--- config.mk ---
export PLATFORM = sky130hd
export DESIGN_NAME = wb_tpu_master_flat
export DESIGN_NICKNAME = d
export VERILOG_FILES = /design/src/rtl/tpu_pkg.sv /design/src/rtl/wb_tpu_master_if.sv /design/src/rtl/wb_tpu_master.sv /design/src/flat_wrapper.sv
export SDC_FILE = /design/constraint.sdc
export NUM_CORES = 1
export LEC_CHECK = 0
export CAP_MARGIN = 40
export CORE_ASPECT_RATIO = 1.25
export CORE_MARGIN = 2
export CORE_UTILIZATION = 35
export CTS_BUF_LIST = sky130_fd_sc_hd__clkbuf_8 sky130_fd_sc_hd__clkbuf_16
export DETAILED_ROUTE_END_ITERATION = 10
export DONT_BUFFER_PORTS = 1
export PLACE_DENSITY = 0.55
export SLEW_MARGIN = 20
export SYNTH_ARGS = -nofsm -noshare
export SYNTH_HDL_FRONTEND = slang
export SYNTH_SLANG_ARGS = --single-unit
--- constraint.sdc ---
create_clock -name caravel_wb_clk_i -period 4.9 [get_ports caravel_wb_clk_i]
set_clock_uncertainty 0.1 [all_clocks]
set_input_delay 0.98 -clock caravel_wb_clk_i [delete_from_list [all_inputs] [get_ports caravel_wb_clk_i]]
set_output_delay 0.98 -clock caravel_wb_clk_i [all_outputs]
set_load 0.02 [all_outputs]
--- src/rtl/tpu_pkg.sv ---
// Shared TPU definitions: master FSM encoding, default timing knobs, TPU address map.
package tpu_pkg;

  typedef enum logic [2:0] {
    IDLE  = 3'd0,
    FETCH = 3'd1,
    BUS   = 3'd2,
    GAP   = 3'd3,
    FIN   = 3'd4
  } tpu_state_e;

  localparam int          TPU_ADDR_STEP   = 1;
  localparam int          TPU_TIMEOUT     = 15;
  localparam logic [23:0] TPU_BASE        = 24'h300000;
  localparam int          TPU_NUM_WEIGHTS = 9;

endpackage

--- src/rtl/wb_tpu_master_if.sv ---
// Command/data stream plus Wishbone classic initiator bundle for the TPU master.
interface wb_tpu_master_if;
  logic        cmd_valid;
  logic        cmd_ready;
  logic        cmd_we;
  logic [31:0] cmd_addr;
  logic [3:0]  cmd_len;
  logic        wdata_valid;
  logic        wdata_ready;
  logic [31:0] wdata;
  logic        rdata_valid;
  logic [31:0] rdata;
  logic        busy;
  logic        done;
  logic        err;
  logic        wbm_cyc_o;
  logic        wbm_stb_o;
  logic        wbm_we_o;
  logic [3:0]  wbm_sel_o;
  logic [31:0] wbm_adr_o;
  logic [31:0] wbm_dat_o;
  logic        wbm_ack_i;
  logic [31:0] wbm_dat_i;

  modport master (
    input  cmd_valid, cmd_we, cmd_addr, cmd_len, wdata_valid, wdata, wbm_ack_i, wbm_dat_i,
    output cmd_ready, wdata_ready, rdata_valid, rdata, busy, done, err,
           wbm_cyc_o, wbm_stb_o, wbm_we_o, wbm_sel_o, wbm_adr_o, wbm_dat_o
  );

  modport slave (
    output cmd_valid, cmd_we, cmd_addr, cmd_len, wdata_valid, wdata, wbm_ack_i, wbm_dat_i,
    input  cmd_ready, wdata_ready, rdata_valid, rdata, busy, done, err,
           wbm_cyc_o, wbm_stb_o, wbm_we_o, wbm_sel_o, wbm_adr_o, wbm_dat_o
  );
endinterface

--- src/rtl/wb_tpu_master.sv ---
// Wishbone classic burst-by-beat master: one command expands into len single-beat
// cycles, each separated by an idle GAP cycle, with a per-beat ack timeout.
module wb_tpu_master
  import tpu_pkg::*;
#(
  parameter int ADDR_STEP = TPU_ADDR_STEP,
  parameter int TIMEOUT   = TPU_TIMEOUT
) (
  input  logic caravel_wb_clk_i,
  input  logic caravel_wb_rst_i,
  wb_tpu_master_if.master bus
);

  // Counter only has to reach TIMEOUT-1.
  localparam int TW = (TIMEOUT < 2) ? 1 : $clog2(TIMEOUT);

  tpu_state_e  state_q, state_d;
  logic        we_q, we_d;
  logic [31:0] adr_q, adr_d;
  logic [31:0] dat_q, dat_d;
  logic [3:0]  cnt_q, cnt_d;
  logic [TW-1:0] tmo_q, tmo_d;
  logic        err_q, err_d;
  logic [31:0] rdata_q, rdata_d;
  logic        rvld_q, rvld_d;

  // Next-state and datapath updates; timeout counter is held at zero outside BUS
  // so every entry to BUS starts a fresh wait window.
  always_comb begin
    state_d = state_q;
    we_d    = we_q;
    adr_d   = adr_q;
    dat_d   = dat_q;
    cnt_d   = cnt_q;
    tmo_d   = (state_q == BUS) ? tmo_q : '0;
    err_d   = err_q;
    rdata_d = rdata_q;
    rvld_d  = 1'b0;
    unique case (state_q)
      IDLE: if (bus.cmd_valid) begin
        we_d    = bus.cmd_we;
        adr_d   = bus.cmd_addr;
        cnt_d   = (bus.cmd_len == 4'd0) ? 4'd1 : bus.cmd_len;
        err_d   = 1'b0;
        state_d = bus.cmd_we ? FETCH : BUS;
      end
      FETCH: if (bus.wdata_valid) begin
        dat_d   = bus.wdata;
        state_d = BUS;
      end
      BUS: begin
        if (bus.wbm_ack_i) begin
          if (!we_q) begin
            rdata_d = bus.wbm_dat_i;
            rvld_d  = 1'b1;
          end
          cnt_d   = cnt_q - 4'd1;
          adr_d   = adr_q + 32'(ADDR_STEP);
          state_d = GAP;
        end else if (tmo_q == TW'(TIMEOUT - 1)) begin
          // Give up: remaining beats are dropped, err rides along with done.
          err_d   = 1'b1;
          state_d = FIN;
        end else begin
          tmo_d = tmo_q + TW'(1);
        end
      end
      GAP:  state_d = (cnt_q != 4'd0) ? (we_q ? FETCH : BUS) : FIN;
      FIN:  state_d = IDLE;
      default: state_d = IDLE;
    endcase
  end

  // State and datapath registers with synchronous reset.
  always_ff @(posedge caravel_wb_clk_i) begin
    if (caravel_wb_rst_i) begin
      state_q <= IDLE;
      we_q    <= 1'b0;
      adr_q   <= '0;
      dat_q   <= '0;
      cnt_q   <= '0;
      tmo_q   <= '0;
      err_q   <= 1'b0;
      rdata_q <= '0;
      rvld_q  <= 1'b0;
    end else begin
      state_q <= state_d;
      we_q    <= we_d;
      adr_q   <= adr_d;
      dat_q   <= dat_d;
      cnt_q   <= cnt_d;
      tmo_q   <= tmo_d;
      err_q   <= err_d;
      rdata_q <= rdata_d;
      rvld_q  <= rvld_d;
    end
  end

  // Bus strobes follow the state directly, so reset drops them on the next edge.
  assign bus.cmd_ready   = (state_q == IDLE);
  assign bus.wdata_ready = (state_q == FETCH);
  assign bus.busy        = (state_q != IDLE);
  assign bus.done        = (state_q == FIN);
  assign bus.err         = (state_q == FIN) && err_q;
  assign bus.rdata_valid = rvld_q;
  assign bus.rdata       = rdata_q;
  assign bus.wbm_cyc_o   = (state_q == BUS);
  assign bus.wbm_stb_o   = (state_q == BUS);
  assign bus.wbm_we_o    = we_q;
  assign bus.wbm_sel_o   = (state_q == BUS) ? 4'hF : 4'h0;
  assign bus.wbm_adr_o   = adr_q;
  assign bus.wbm_dat_o   = dat_q;

endmodule

--- src/flat_wrapper.sv ---
// flat-port wrapper written by rule: the top's interface ports become plain ports
module wb_tpu_master_flat import tpu_pkg::*;
#(
  parameter int ADDR_STEP = TPU_ADDR_STEP,
  parameter int TIMEOUT   = TPU_TIMEOUT
)
  (caravel_wb_clk_i, caravel_wb_rst_i, bus_cmd_valid, bus_cmd_we, bus_cmd_addr, bus_cmd_len, bus_wdata_valid, bus_wdata, bus_wbm_ack_i, bus_wbm_dat_i, bus_cmd_ready, bus_wdata_ready, bus_rdata_valid, bus_rdata, bus_busy, bus_done, bus_err, bus_wbm_cyc_o, bus_wbm_stb_o, bus_wbm_we_o, bus_wbm_sel_o, bus_wbm_adr_o, bus_wbm_dat_o);
  wb_tpu_master_if bus_i ();
  input  logic caravel_wb_clk_i;
  input  logic caravel_wb_rst_i;
  input wire logic [$bits(bus_i.cmd_valid)-1:0] bus_cmd_valid;
  input wire logic [$bits(bus_i.cmd_we)-1:0] bus_cmd_we;
  input wire logic [$bits(bus_i.cmd_addr)-1:0] bus_cmd_addr;
  input wire logic [$bits(bus_i.cmd_len)-1:0] bus_cmd_len;
  input wire logic [$bits(bus_i.wdata_valid)-1:0] bus_wdata_valid;
  input wire logic [$bits(bus_i.wdata)-1:0] bus_wdata;
  input wire logic [$bits(bus_i.wbm_ack_i)-1:0] bus_wbm_ack_i;
  input wire logic [$bits(bus_i.wbm_dat_i)-1:0] bus_wbm_dat_i;
  output wire logic [$bits(bus_i.cmd_ready)-1:0] bus_cmd_ready;
  output wire logic [$bits(bus_i.wdata_ready)-1:0] bus_wdata_ready;
  output wire logic [$bits(bus_i.rdata_valid)-1:0] bus_rdata_valid;
  output wire logic [$bits(bus_i.rdata)-1:0] bus_rdata;
  output wire logic [$bits(bus_i.busy)-1:0] bus_busy;
  output wire logic [$bits(bus_i.done)-1:0] bus_done;
  output wire logic [$bits(bus_i.err)-1:0] bus_err;
  output wire logic [$bits(bus_i.wbm_cyc_o)-1:0] bus_wbm_cyc_o;
  output wire logic [$bits(bus_i.wbm_stb_o)-1:0] bus_wbm_stb_o;
  output wire logic [$bits(bus_i.wbm_we_o)-1:0] bus_wbm_we_o;
  output wire logic [$bits(bus_i.wbm_sel_o)-1:0] bus_wbm_sel_o;
  output wire logic [$bits(bus_i.wbm_adr_o)-1:0] bus_wbm_adr_o;
  output wire logic [$bits(bus_i.wbm_dat_o)-1:0] bus_wbm_dat_o;
  assign bus_i.cmd_valid = bus_cmd_valid;
  assign bus_i.cmd_we = bus_cmd_we;
  assign bus_i.cmd_addr = bus_cmd_addr;
  assign bus_i.cmd_len = bus_cmd_len;
  assign bus_i.wdata_valid = bus_wdata_valid;
  assign bus_i.wdata = bus_wdata;
  assign bus_i.wbm_ack_i = bus_wbm_ack_i;
  assign bus_i.wbm_dat_i = bus_wbm_dat_i;
  assign bus_cmd_ready = bus_i.cmd_ready;
  assign bus_wdata_ready = bus_i.wdata_ready;
  assign bus_rdata_valid = bus_i.rdata_valid;
  assign bus_rdata = bus_i.rdata;
  assign bus_busy = bus_i.busy;
  assign bus_done = bus_i.done;
  assign bus_err = bus_i.err;
  assign bus_wbm_cyc_o = bus_i.wbm_cyc_o;
  assign bus_wbm_stb_o = bus_i.wbm_stb_o;
  assign bus_wbm_we_o = bus_i.wbm_we_o;
  assign bus_wbm_sel_o = bus_i.wbm_sel_o;
  assign bus_wbm_adr_o = bus_i.wbm_adr_o;
  assign bus_wbm_dat_o = bus_i.wbm_dat_o;
  wb_tpu_master #(.ADDR_STEP(ADDR_STEP), .TIMEOUT(TIMEOUT)) u_core (.caravel_wb_clk_i(caravel_wb_clk_i), .caravel_wb_rst_i(caravel_wb_rst_i), .bus(bus_i));
endmodule
Word level (Yosys, flattened, before mapping)
Index checks and enable logic that the tools add are counted.
{"block": "op_classes", "add_sub_neg": 3, "eq_ne": 11, "reduce_logical": 13, "muxes": 25, "n_bitwise": 3}
{"op": "two-way mux 32 bit", "n": 2}
{"op": "one-hot mux 32 bit (2 select lines)", "n": 1}
{"op": "adder 32 x 1 -> 32 bit (second input constant)", "n": 1}
{"op": "two-way mux 4 bit", "n": 8}
{"op": "two-way mux 3 bit", "n": 5}
{"op": "one-hot mux 3 bit (4 select lines)", "n": 1}
{"op": "AND reduction 3 bit", "n": 3}
{"op": "inequality test 2 bit (second input constant)", "n": 4}
{"op": "one-hot mux 4 bit (2 select lines)", "n": 1}
{"op": "== test 3 x 2 -> 1 bit (second input constant)", "n": 2}
{"op": "adder 4 x 1 -> 4 bit (second input constant)", "n": 1}
{"op": "== test 4 bit (second input constant)", "n": 1}
{"op": "zero test 4 bit", "n": 1}
{"op": "two-way mux 1 bit", "n": 4}
{"op": "two-way mux 2 bit", "n": 2}
{"op": "AND reduction 2 bit", "n": 2}
{"op": "AND reduction 4 bit", "n": 1}
{"op": "nonzero test 4 bit", "n": 1}
{"op": "subtractor 4 x 1 -> 4 bit (second input constant)", "n": 1}
{"op": "== test 3 x 1 -> 1 bit (second input constant)", "n": 1}
{"op": "== test 3 bit (second input constant)", "n": 1}
{"op": "zero test 3 bit", "n": 1}
{"op": "inequality test 3 x 2 -> 1 bit (second input constant)", "n": 1}
{"op": "NOT 1 bit", "n": 3}
{"op": "other kinds (6)", "n": 6}
{"block": "word_totals", "elab_cells": 64, "out_inout_bits": 109, "in_bits": 106, "register_bits": 110}

Longest topological paths before layout
Gate-level depths: netlist of run 1.
{"block": "depth", "depth_word": 5, "depth_mapped": 10, "ltp_nobuf": 7}

Worst setup path after synthesis of run 1
No wires, ideal clock.
{"block": "synth_path", "path_type": "reg2out", "from": "reg u_core.state_q[0]", "to": "out bus_wbm_sel_o[0]", "arrival_time_ns": 1.582, "path_buffers": 5, "slack_ns": 2.238, "stages_incl_launch_ff": 8, "required_time_ns": 3.820, "cell_sequence": "dfxtp_1 buf_2 or3b_1 clkbuf_1 inv_2 buf_2 buf_2 buf_4"}
{"block": "synth_via", "elab_chain_len": 2}
{"element": "from (decl)", "line": "wb_tpu_master.sv:17", "rtl": "tpu_state_e state_q, state_d;"}
{"element": "from (signal assigned)", "line": "wb_tpu_master.sv:87", "rtl": "state_q <= state_d;"}
{"element": "== test 3 x 2 -> 1 bit"}
{"element": "via bus_wbm_cyc_o", "line": "flat_wrapper.sv:26", "rtl": "output wire logic [$bits(bus_i.wbm_cyc_o)-1:0] bus_wbm_cyc_o;"}
{"element": "two-way mux 4 bit", "line": "wb_tpu_master.sv:110", "rtl": "assign bus.wbm_sel_o = (state_q == BUS) ? 4'hF : 4'h0;"}
{"element": "to (decl)", "line": "flat_wrapper.sv:29", "rtl": "output wire logic [$bits(bus_i.wbm_sel_o)-1:0] bus_wbm_sel_o;"}
The timed path passes the listed nets, and every way through them passes these cells.

Final worst setup path of run 1
{"block": "layout_path", "from": "reg u_core.state_q[1]", "to": "out bus_wbm_stb_o"}
{"block": "layout_via", "elab_chain_len": 1}
{"element": "== test 3 x 2 -> 1 bit", "line": "wb_tpu_master.sv:108", "rtl": "assign bus.wbm_stb_o = (state_q == BUS);"}
{"element": "to (decl)", "line": "flat_wrapper.sv:27", "rtl": "output wire logic [$bits(bus_i.wbm_stb_o)-1:0] bus_wbm_stb_o;"}
Every way passes these cells.

==> results.md, run 1 <==
- Status: complete, no violations
- Grt ovf: 0
- Wire length of the first global-routing pass: approximately 23 mm
- CTS resizes: 0
- Synth-to-layout area growth: 7.763%
- Startpoint Class: flip-flop
- Seq/Total Area, Yosys: between 40% and 50%
- Post-CTS Hold Buffers: 0
- Min Hold Slack: about 0.39 ns
- CTS tree: done
- Fmax: 317.5 MHz
- Initial DRC count: about 370
- Clk_lat worst skew: between 0.3 and 0.4 ns
- Slew Viols, Final: 0
- Root Buffer: clkbuf_16
- Num ports: roughly 220
- Setup TNS: 0 ns
- Flops & latches, synth: between 100 and 150
- Combinational power share: 20.6%
- Internal power: roughly 1.5 mW
- Ys Warns: 0
- WP data required: about 3.8 ns
- WL final: between 10 and 15 mm
- Die area: between 15000 and 20000 µm²
- Peak supply drop: ~0.17 mV
- Primary FF master, synth: dfxtp_1
- Worst hold start: u_core.cnt_q[0]$_SDFFE_PP0P_
- Psw: around 0.91 mW
- Highest metal used: met4
- Post-route DRC: 0
- Most frequent cells in the layout: nand2_1 (177), dfxtp_1 (110), a21oi_1 (92), nor2_1 (33), nand3_1 (31)
- Post-Synth Adder-Cell Area: less than 1%
- Avg Cell Area, Syn: 7.549 µm²
- Commonest non-fill, non-tap cell in the layout: nand2_1
- Max_slew headroom: between 40% and 50%
- Hold Path Class: flip-flop to flip-flop
- Clk pwr share: 28.9%
- Ranking of synthesized cells by area: dfxtp_1 (43%), nand2_1 (13%), a21oi_1 (9.0%)
- Final GP Congestion: between 0.8 and 0.9
- IO buf count: 0
- Static leakage: approximately 1.9 nW
- Filler cell count: between 1500 and 2000
- Routed Antenna Nets: 0
- Net Sw Frac: between 30% and 40%
- WL met1: around 6 mm
- Dpl hpwl: about 10 mm
- Post-synth net total: between 700 and 800
- Synth Area in Simple Gates: between 30 and 40%
- Post-Synth XOR/XNOR Area: less than 1%
- Clock sinks: between 100 and 150
- Initial core utilization: approximately 36%
- CP endpoint kind: output pin
- EDFF count, synth: 0
- Longest Clk Path Bufs: 2
- Yosys top cell area share: a little over two fifths
- Vias in the first global route: 4536
- Die height: approximately 140 µm
- Max-cap violation count: 0
- Largest family of logic cells by synthesized area: simple AND/OR/NAND/NOR gates
- Sequential share of power: approximately half
- Critical Path Source: u_core.state_q[1]$_SDFFE_PP0P_
- Worst-margin pin slew: between 0.8 and 0.9 ns
- Largest net degree at the start of global routing: ~110
- Cell taking the most area after synthesis: dfxtp_1
- Area of the multi-input gates: ~2700 µm²
- Clock-pin slew on the worst setup and hold paths: roughly 0.070 ns
- Htree depth: 3
- Layout Nets: around 760
- Cells after Synth: between 600 and 700
- Cts bufs inserted: 9
- DR WL/cell: around 17 µm
- # rows: roughly 50
- Initial antenna violation count: 0
- Diode count: 0
- Die Wd: 112.4 µm
- Unique masters post-synth: 59
- Vias: 4684
- Final hold violation count: 0
- FF+latch area: ~2200 µm²
- Pwr Density: around 440 nW/µm²
- Crit path arrival time: 2.07 ns
- First-pass DRT Iterations: 5
- Via density: 5.623
- Ys async rst share: 0%
- Setup violators final: 0
- Core area: roughly 14000 µm²
- Met2 wire len: ~7.0 mm
- Gr usage total: 17.95%
- Post-CTS Repair Setup Buffers: 0
- Layout cells sized above 1: between 5 and 6%
- Setup CP Type: flip-flop to output pin
- Mapped Area: between 5000 and 6000 µm²
- RR Startpoint: u_core.bus.wbm_adr_o[0]$_SDFFE_PP0P_
- CP Max Fanout: 14
- Mux contribution to synthesized area: less than 1%
- Synth Area in Compound Gates: roughly 20%
- Met3 routed WL: ~1.4 mm
- RSZ-0062 raised after global routing: no
- Crit path time final: roughly 3.1 ns
- Crit share post-route: between 60 and 70%
==> per-stage QoR <==
stage	setup slack (ns)	cell area (µm²)	utilization [%]	total power [mW]	std cells
2_1_floorplan	2.238	5141	-	1.633	681
3_3_place_gp	1.895	5182	35.97	1.723	811
3_5_place_dp	2.134	5258	36.49	1.754	818
4_1_cts	1.746	5540	38.45	2.464	833
5_1_grt	1.650	5540	38.45	2.588	833
6_report	1.750	5540	38.45	2.434	833
==> cell usage after synthesis (all sizes together), types with 2 or more instances <==
cell / n
nand2: 177
dfxtp: 110
a21oi: 92
nor2: 34
clkbuf: 33
nand3: 31
o21ai: 27
buf: 21
a31oi: 13
and2: 13
and3: 11
nand4: 10
nor3: 10
inv: 8
nor4: 7
a211oi: 6
or3: 6
a21o: 5
a311oi: 5
nand2b: 5
ha: 4
o211ai: 4
or4: 4
a22oi: 3
a2bb2oi: 3
nor2b: 3
nor3b: 3
a31o: 2
and4: 2
mux2: 2
mux2i: 2
nand3b: 2
nor4b: 2
nor4bb: 2
o21bai: 2
o311ai: 2
o31ai: 2
==> path summary, 6_finish.rpt <==
check             depth (start not counted)                               endpoint  slack, ns
setup / recovery                          3                          bus_wbm_stb_o       1.75
hold / removal                            2           u_core.cnt_q[0]$_SDFFE_PP0P_       0.39
setup reg to reg                          6  u_core.bus.wbm_adr_o[28]$_SDFFE_PP0P_       2.41
hold reg to reg                           2           u_core.cnt_q[0]$_SDFFE_PP0P_       0.39
==> power by group through the flow <==
stage	sequential [mW]	clock, mW	combinational (mW)
finish	1.23	0.704	0.503
global route	1.25	0.768	0.572
CTS	1.23	0.730	0.508
detailed placement	1.25	0	0.506
global placement	1.24	0	0.479
floorplan	1.20	0	0.437
==> critical path: stages (launching register included) <==
cell     delay (ns)
dfxtp_1        0.58
or3b_2         0.51
inv_2          0.24
buf_4          0.39
==> state kept, by name, summed over array words and instances, names as in the netlist <==
name and cells:
u_core.bus.wbm_we_o 1, u_core.err_q 1, u_core.state_q 3, u_core.bus.rdata 32, u_core.bus.rdata_valid 1, u_core.tmo_q 4
u_core.bus.wbm_dat_o 32, u_core.bus.wbm_adr_o 32, u_core.cnt_q 4
==> metal layers <==
layer / up-vias / track usage (%)
met5: - / 0
met4: 0 / 5.648
met1: 2172 / 20.99
met3: 10 / 7.448
met2: 191 / 29.90
li1: 2311 / -
==> layout make-up <==
cell class,count,area share [%]
repair buffers,13,2.168
clock buffers,9,4.065
flip-flops and latches,110,39.75
clock inverters,6,1.039
inverters,8,0.5420
multi-input cells,509,48.42
well taps,178,4.020
==> cell families after synthesis <==
kind of cell | count (synthesis)
buf+inv | 62
mux | 4
fa+ha+maj | 4
simple gates | 326
xor+xnor | 1
flops | 110
compound gates | 174
(Power assumes the default switching activity.)
==> run 2: changes to the inputs <==
ABC_AREA = 1   (was not set)
clock period = 3.3 ns   (was 4.9 ns; I/O delays follow)
==> run 2 against run 1 <==
Die area rose by 2.8%. Flip-flop and latch count did not move. First-iteration DRC count fell by 23%. Combinational power rose by 98%. Routed wire length rose by 8.3%. Critical endpoint is now u_core.bus.wbm_adr_o[27]$_SDFFE_PP0P_. Core utilization fell by 0.19 points. Non-clock buffer count fell by 3. Hold slack got worse by 0.13 ns. Register-to-register slack got worse by 1.6 ns. Sequential share of layout area fell by 1.1 points.
==> results.md, run 2 <==
- Status: complete, no violations
- Most common cell in the netlist: nor2_1
- Vias: 4962
- Crit path time final: 2.443 ns
- Primary FF master, synth: dfxtp_1
- GR Layer Usage met3: 5.468%
- Stages on the worst setup path: 11
- Layout cells sized above 1: 4.654%
- Ranking of synthesized cells by area: dfxtp_1 (42%), nor2_1 (14%), nand2_1 (12%)
- Unique masters post-synth: 29
- RR Startpoint: u_core.state_q[0]$_SDFFE_PP0P_
- Global routing's busiest layer: met2
- Avg Cell Area, Syn: 6.505 µm²
- IO buf count: 0
- Worst stage delay on the critical path: 0.45 ns
- DR WL/cell: 16.03 µm
- Setup violators final: 0
- Crit-path cells: inv_1 > nand3_1 > buf_4 > inv_1 > nand2_1 > nand2_2 > buf_4 > o21ai_0 > inv_1 > nand2_1 > a21oi_1
- Flops & latches, synth: 110
- Clk pwr share: around 27%
- WL final: approximately 16 mm
- Yosys top cell area share: between 40% and 50%
- R2r setup slk: roughly 0.86 ns
- Layout Nets: 900
- Max-cap violation count: 0
- Routed Antenna Nets: 0
- Grt ovf: 0
- Worst-margin pin slew: between 0.7 and 0.8 ns
- Dpl hpwl: between 10 and 15 mm
- Cell taking the most area after synthesis: dfxtp_1
- Met1 Track Usage GR: a little under a quarter
- Static leakage: approximately 2.3 nW
- Gr usage total: a little under 20%
- Cells on worst reg2reg path: 11
- Crit path top cell by count: inv_1
- Post-route DRC: 0
- Combinational power share: 23.6%
- Dpl cells: ~960
- Ys Warns: 0
- Synth-to-layout area growth: 7.736%
- Mapped Area: roughly 5300 µm²
- CTS tree: done
- Longest Clk Path Bufs: 2
- Max_slew headroom: 50.34%
- Vias in the first global route: just under 5000
- Initial DRC count: around 280
- Cells after Synth: just over 800
- Final hold violation count: 0
- Htree depth: 3
- Crit path arrival time: approximately 2.6 ns
- Final GP Congestion: 0.8839
- Global routing usage on met2: roughly 34%
- # rows: 50
- CP endpoint kind: flip-flop
- Crit path buffers/inverters: 5
- WP data required: roughly 3.5 ns
- Post-CTS Hold Buffers: 0
- Cell with the largest stage delay on the worst path: nand2_2
- Startpoint Class: flip-flop
- Worst path top cell family by delay: buffers and inverters
- Initial core utilization: 35.52%
- Slew Viols, Final: 0
- Critical Path Source: u_core.state_q[0]$_SDFFE_PP0P_
- Peak supply drop: about 0.31 mV
- Pwr Density: around 740 nW/µm²
- Clock sinks: 110
- Most frequent cells in the layout: nor2_1 (192), nand2_1 (176), dfxtp_1 (110), o21ai_0 (98), inv_1 (59)
- Initial antenna violation count: 0
- Die area: 16120 µm²
- Finished Layout Cells: between 900 and 1000
- Commonest non-fill, non-tap cell in the layout: nor2_1
- Post-synth net total: 923
- Cts bufs inserted: 9
- Clk_lat worst skew: around 0.36 ns
- Clock-pin slew on the worst setup and hold paths: roughly 0.08 ns
- Setup TNS: 0 ns
- Hold Path Class: primary input to flip-flop
- Worst hold start: caravel_wb_rst_i
- EDFF count, synth: 0
- Via density: just over 5
- Commonest cells in the netlist: nor2_1 (192), nand2_1 (176), dfxtp_1 (110), o21ai_0 (98), inv_1 (60)
- Die height: between 100 and 150 µm
- RSZ-0062 raised after global routing: no
- Ys async rst share: 0%
- Core area: 14890 µm²
- First-pass DRT Iterations: 4
- Fmax: between 400 and 500 MHz
- Root Buffer: clkbuf_16
- CTS resizes: 0
- CP Max Fanout: 30
- Net Sw Frac: between 40% and 50%
- Seq/Total Area, Yosys: 41.64%
- Diode count: 0
- Crit share post-route: roughly 74%
- Largest net degree at the start of global routing: 50
- Internal power: 2.432 mW
- Pwr Total: 4.221 mW
- Num ports: about 220
- Crit path to: u_core.bus.wbm_adr_o[27]$_SDFFE_PP0P_
- FF-to-FF End: u_core.bus.wbm_adr_o[27]$_SDFFE_PP0P_
- Die Wd: approximately 110 µm
- Sequential share of power: 49.5%
- Wire length of the first global-routing pass: between 20 and 30 mm
- Psw: roughly 1.8 mW
- Post-CTS Repair Setup Buffers: 0
- Setup CP Type: flip-flop to flip-flop
-- run 2: cell count changes after synthesis, sizes merged, moves of 6 or more --
cell,before,now
a21oi,92,34
and2,13,0
and3,11,0
clkbuf,33,23
inv,8,64
nand3,31,38
nand4,10,2
nor2,34,193
o21ai,27,108
or3,6,0
-- run 2: cells by family after synthesis --
kind of cell	count (synthesis)	synth area share [%]
and+or+nand+nor	425	32.15
AOI/OAI and AO/OA	159	15.66
DFF	110	41.64
buffers and inverters	108	8.446
xor gates and xnor gates	7	1.159
adders and majority gates	4	0.9463
-- run 2: cell type report --
cell class / count / area, µm²
fill: 1652 / 9191
multi-input combinational: 595 / 2640
sequential: 110 / 2202
inverter: 64 / 240.2
tap: 182 / 227.7
clock buffer: 9 / 225.2
clock inverter: 7 / 87.58
timing repair buffer: 10 / 75.07
-- run 2: layer usage --
| metal | wire length (µm) | vias up | share of wire, % |
|---|---|---|---|
| met5 | 0 | - | 0 |
| met1 | 6229 | 2229 | 40 |
| met4 | 335 | 0 | 2.1 |
| li1 | - | 2551 | - |
| met2 | 7831 | 163 | 50 |
| met3 | 1267 | 19 | 8.1 |
-- run 2: worst min path at each step --
stage          depth (start not counted)  slack [ns]                                    end
2_1_floorplan                          2        0.36             u_core.tmo_q[0]$_SDFF_PP0_
3_3_place_gp                           2        0.38             u_core.tmo_q[0]$_SDFF_PP0_
3_5_place_dp                           2        0.38             u_core.tmo_q[0]$_SDFF_PP0_
4_1_cts                                1        0.25  u_core.bus.wbm_adr_o[12]$_SDFFE_PP0P_
5_1_grt                                1        0.25         u_core.state_q[0]$_SDFFE_PP0P_
6_report                               1        0.27  u_core.bus.wbm_adr_o[15]$_SDFFE_PP0P_
-- run 2: per-stage QoR --
step	cell area, µm²	utilization (%)	setup slack [ns]	hold WS, ns
6_report	5698	38.27	0.8572	0.2655
5_1_grt	5698	38.27	0.5829	0.2542
4_1_cts	5698	38.27	0.8284	0.2468
3_5_place_dp	5385	36.17	0.8526	0.3813
3_3_place_gp	5385	36.17	0.8909	0.3821
2_1_floorplan	5289	-	1.129	0.3594
-- run 2: power by group through the flow --
stage / clock [mW] / combinational (mW) / sequential (mW)
2_1_floorplan: 0 / 0.849 / 2.02
3_3_place_gp: 0 / 0.997 / 2.13
3_5_place_dp: 0 / 1.00 / 2.13
4_1_cts: 1.17 / 1.01 / 2.10
5_1_grt: 1.21 / 1.17 / 2.13
6_report: 1.13 / 0.996 / 2.09
==> run 3: changes to the inputs <==
clock period = 2.3 ns   (was 3.3 ns; I/O delays follow)
==> run 3 against run 2 <==
Clock power up 42%. Highest routed layer unchanged. Critical path depth down 7. Flip-flop and latch count unchanged. Global-route usage down 0.18 points. Core utilization up 1.5 points. Clock-buffer cell count unchanged. Setup slack worse by 0.68 ns. Combinational power up 86%. Critical path type is now flip-flop to output pin. Die area unchanged.
==> results.md, run 3 (synthesis gave the netlist of run 2 again) <==
- Crit path time final: between 2 and 2.5 ns
- Pwr Density: roughly 1100 nW/µm²
- Grt ovf: 0
- Largest net degree at the start of global routing: 34
- FF+latch area: 2202 µm²
- Core area: around 15000 µm²
- Post-CTS Repair Setup Buffers: 0
- CP Max Fanout: 24
- CTS resizes: 0
- Num ports: 215
- Clk pwr share: about a quarter
- Layout Nets: a little over 900
- Die area: about 16000 µm²
- Gr usage total: around a fifth
- IO buf count: 0
- Post-route DRC: 0
- CP endpoint kind: output pin
- Worst path top cell family by delay: buffers and inverters
- Final GP Congestion: a little under 0.9
- Startpoint Class: flip-flop
- RSZ-0062 raised after global routing: no
- Sequential share of power: approximately 45%
- Worst stage delay on the critical path: around 0.40 ns
- Max-cap violation count: 0
- Initial antenna violation count: 0
- Status: complete, no violations
- Diode count: 0
- Slew Viols, Final: 0
- Net Sw Frac: about two fifths
- Worst-margin pin slew: ~0.53 ns
- Routed Antenna Nets: 0
- Setup TNS: 0 ns
- Die Wd: between 100 and 150 µm
- Vias: 5070
- Initial core utilization: around 36%
- Internal power: about 3.6 mW
- CTS tree: done
- Max_slew headroom: 64.81%
- Clock-pin slew on the worst setup and hold paths: around 0.08 ns
- Area of the multi-input gates: about 2600 µm²
- Longest Clk Path Bufs: 2
- Hold Path Class: primary input to flip-flop
- # rows: 50
- First-pass DRT Iterations: 4
- Pwr Total: ~6.2 mW
- Peak supply drop: roughly 0.42 mV
- Clk_lat worst skew: between 0.3 and 0.4 ns
- Dpl hpwl: approximately 12 mm
- Synth-to-layout area growth: 11.85%
- Post-CTS Hold Buffers: 0
- Vias in the first global route: 4795
- Die height: 141.4 µm
- DR WL/cell: about 16 µm
- Combinational power share: 29.6%
- Crit share post-route: between 90 and 100%
- Crit path buffers/inverters: 3
- Initial DRC count: between 300 and 400
- Htree depth: 3
- Filler cell count: between 1500 and 2000
- Clock sinks: 110
- Root Buffer: clkbuf_16
- Final hold violation count: 0
- Layout cells sized above 1: approximately 8%
- Setup CP Type: flip-flop to output pin
- WL final: around 16 mm
- Cts bufs inserted: 9
- Most frequent cells in the layout: nor2_1 (192), nand2_1 (176), dfxtp_1 (110), o21ai_0 (98), inv_1 (59)
- Psw: ~2.6 mW
- Static leakage: around 2.4 nW
- Via density: a little over 5
- Fmax: between 400 and 500 MHz
- Setup violators final: 0
- Crit path arrival time: 1.56 ns
- Commonest non-fill, non-tap cell in the layout: nor2_1
- Crit-path cells: inv_2 > nor3_4 > buf_4 > buf_12
- Cell with the largest stage delay on the worst path: dfxtp_1
- WP data required: between 1.5 and 2 ns
- Wire length of the first global-routing pass: approximately 25 mm
run 3: cell types whose count changed in the layout (fill, tap and decap cells not counted):
cell / previous run / this run
clkinv_8: 3 / 1
clkinv_2: 1 / 0
buf_12: 0 / 1
clkinv_4: 0 / 1
inv_6: 0 / 1
buf_4: 10 / 38
clkinvlp_4: 0 / 1
run 3: layer usage:
layer	vias to the layer above	part of all wire [%]	track usage, %	wire length, µm
li1	2610	-	-	-
met1	2294	41	22.54	6484
met2	151	49	33.15	7872
met3	15	8.3	6.450	1327
met4	0	1.6	7.574	259
met5	-	0	0	0
run 3: power by group through the flow:
| stage | logic, mW | registers (mW) | clock network [mW] |
|---|---|---|---|
| after floorplan | 1.22 | 2.89 | 0 |
| after global placement | 1.85 | 2.84 | 0 |
| after detailed placement | 1.86 | 2.84 | 0 |
| after CTS | 1.86 | 2.79 | 1.64 |
| after global routing | 2.09 | 2.83 | 1.71 |
| final | 1.85 | 2.79 | 1.60 |
run 3: cell type report:
type                       count  area share (%)
inverter                      64           4.061
sequential                   110           37.23
multi-input combinational    595           44.63
timing repair buffer          39           5.161
clock inverter                 7           1.269
clock buffer                   9           3.807
tap                          182           3.849
run 3: final timing paths:
| kind | start | to | slack (ns) | depth (start not counted) |
|---|---|---|---|---|
| setup / recovery | u_core.state_q[1]$_SDFFE_PP0P_ | bus_wbm_sel_o[2] | 0.18 | 4 |
| hold / removal | caravel_wb_rst_i | u_core.state_q[0]$_SDFFE_PP0P_ | 0.07 | 1 |
| setup reg to reg | u_core.bus.wbm_adr_o[0]$_SDFFE_PP0P_ | u_core.bus.wbm_adr_o[31]$_SDFFE_PP0P_ | 0.36 | 9 |
| hold reg to reg | u_core.tmo_q[0]$_SDFF_PP0_ | u_core.tmo_q[0]$_SDFF_PP0_ | 0.39 | 2 |
run 3: worst register-to-register path: stages, from the launching register on:
cell and delay [ns]:
dfxtp_1 0.35, buf_4 0.17, nand2_1 0.06, nor2_1 0.26, nand2_1 0.22, nor2_1 0.33, nand3_1 0.13, nand3_1 0.10
nand2_1 0.05, a21oi_1 0.11
run 3: metrics by stage:
stage	instance area, µm²	instances	setup WS, ns	hold WS (ns)	utilization, %
6_report	5916	1006	0.1805	0.07251	39.73
5_1_grt	5916	1006	0.09184	0.05392	39.73
4_1_cts	5916	1006	0.1563	0.04798	39.73
3_5_place_dp	5615	990	0.3599	0.3766	37.71
3_3_place_gp	5615	990	0.4023	0.3772	37.71
2_1_floorplan	5289	813	0.3293	0.3594	-
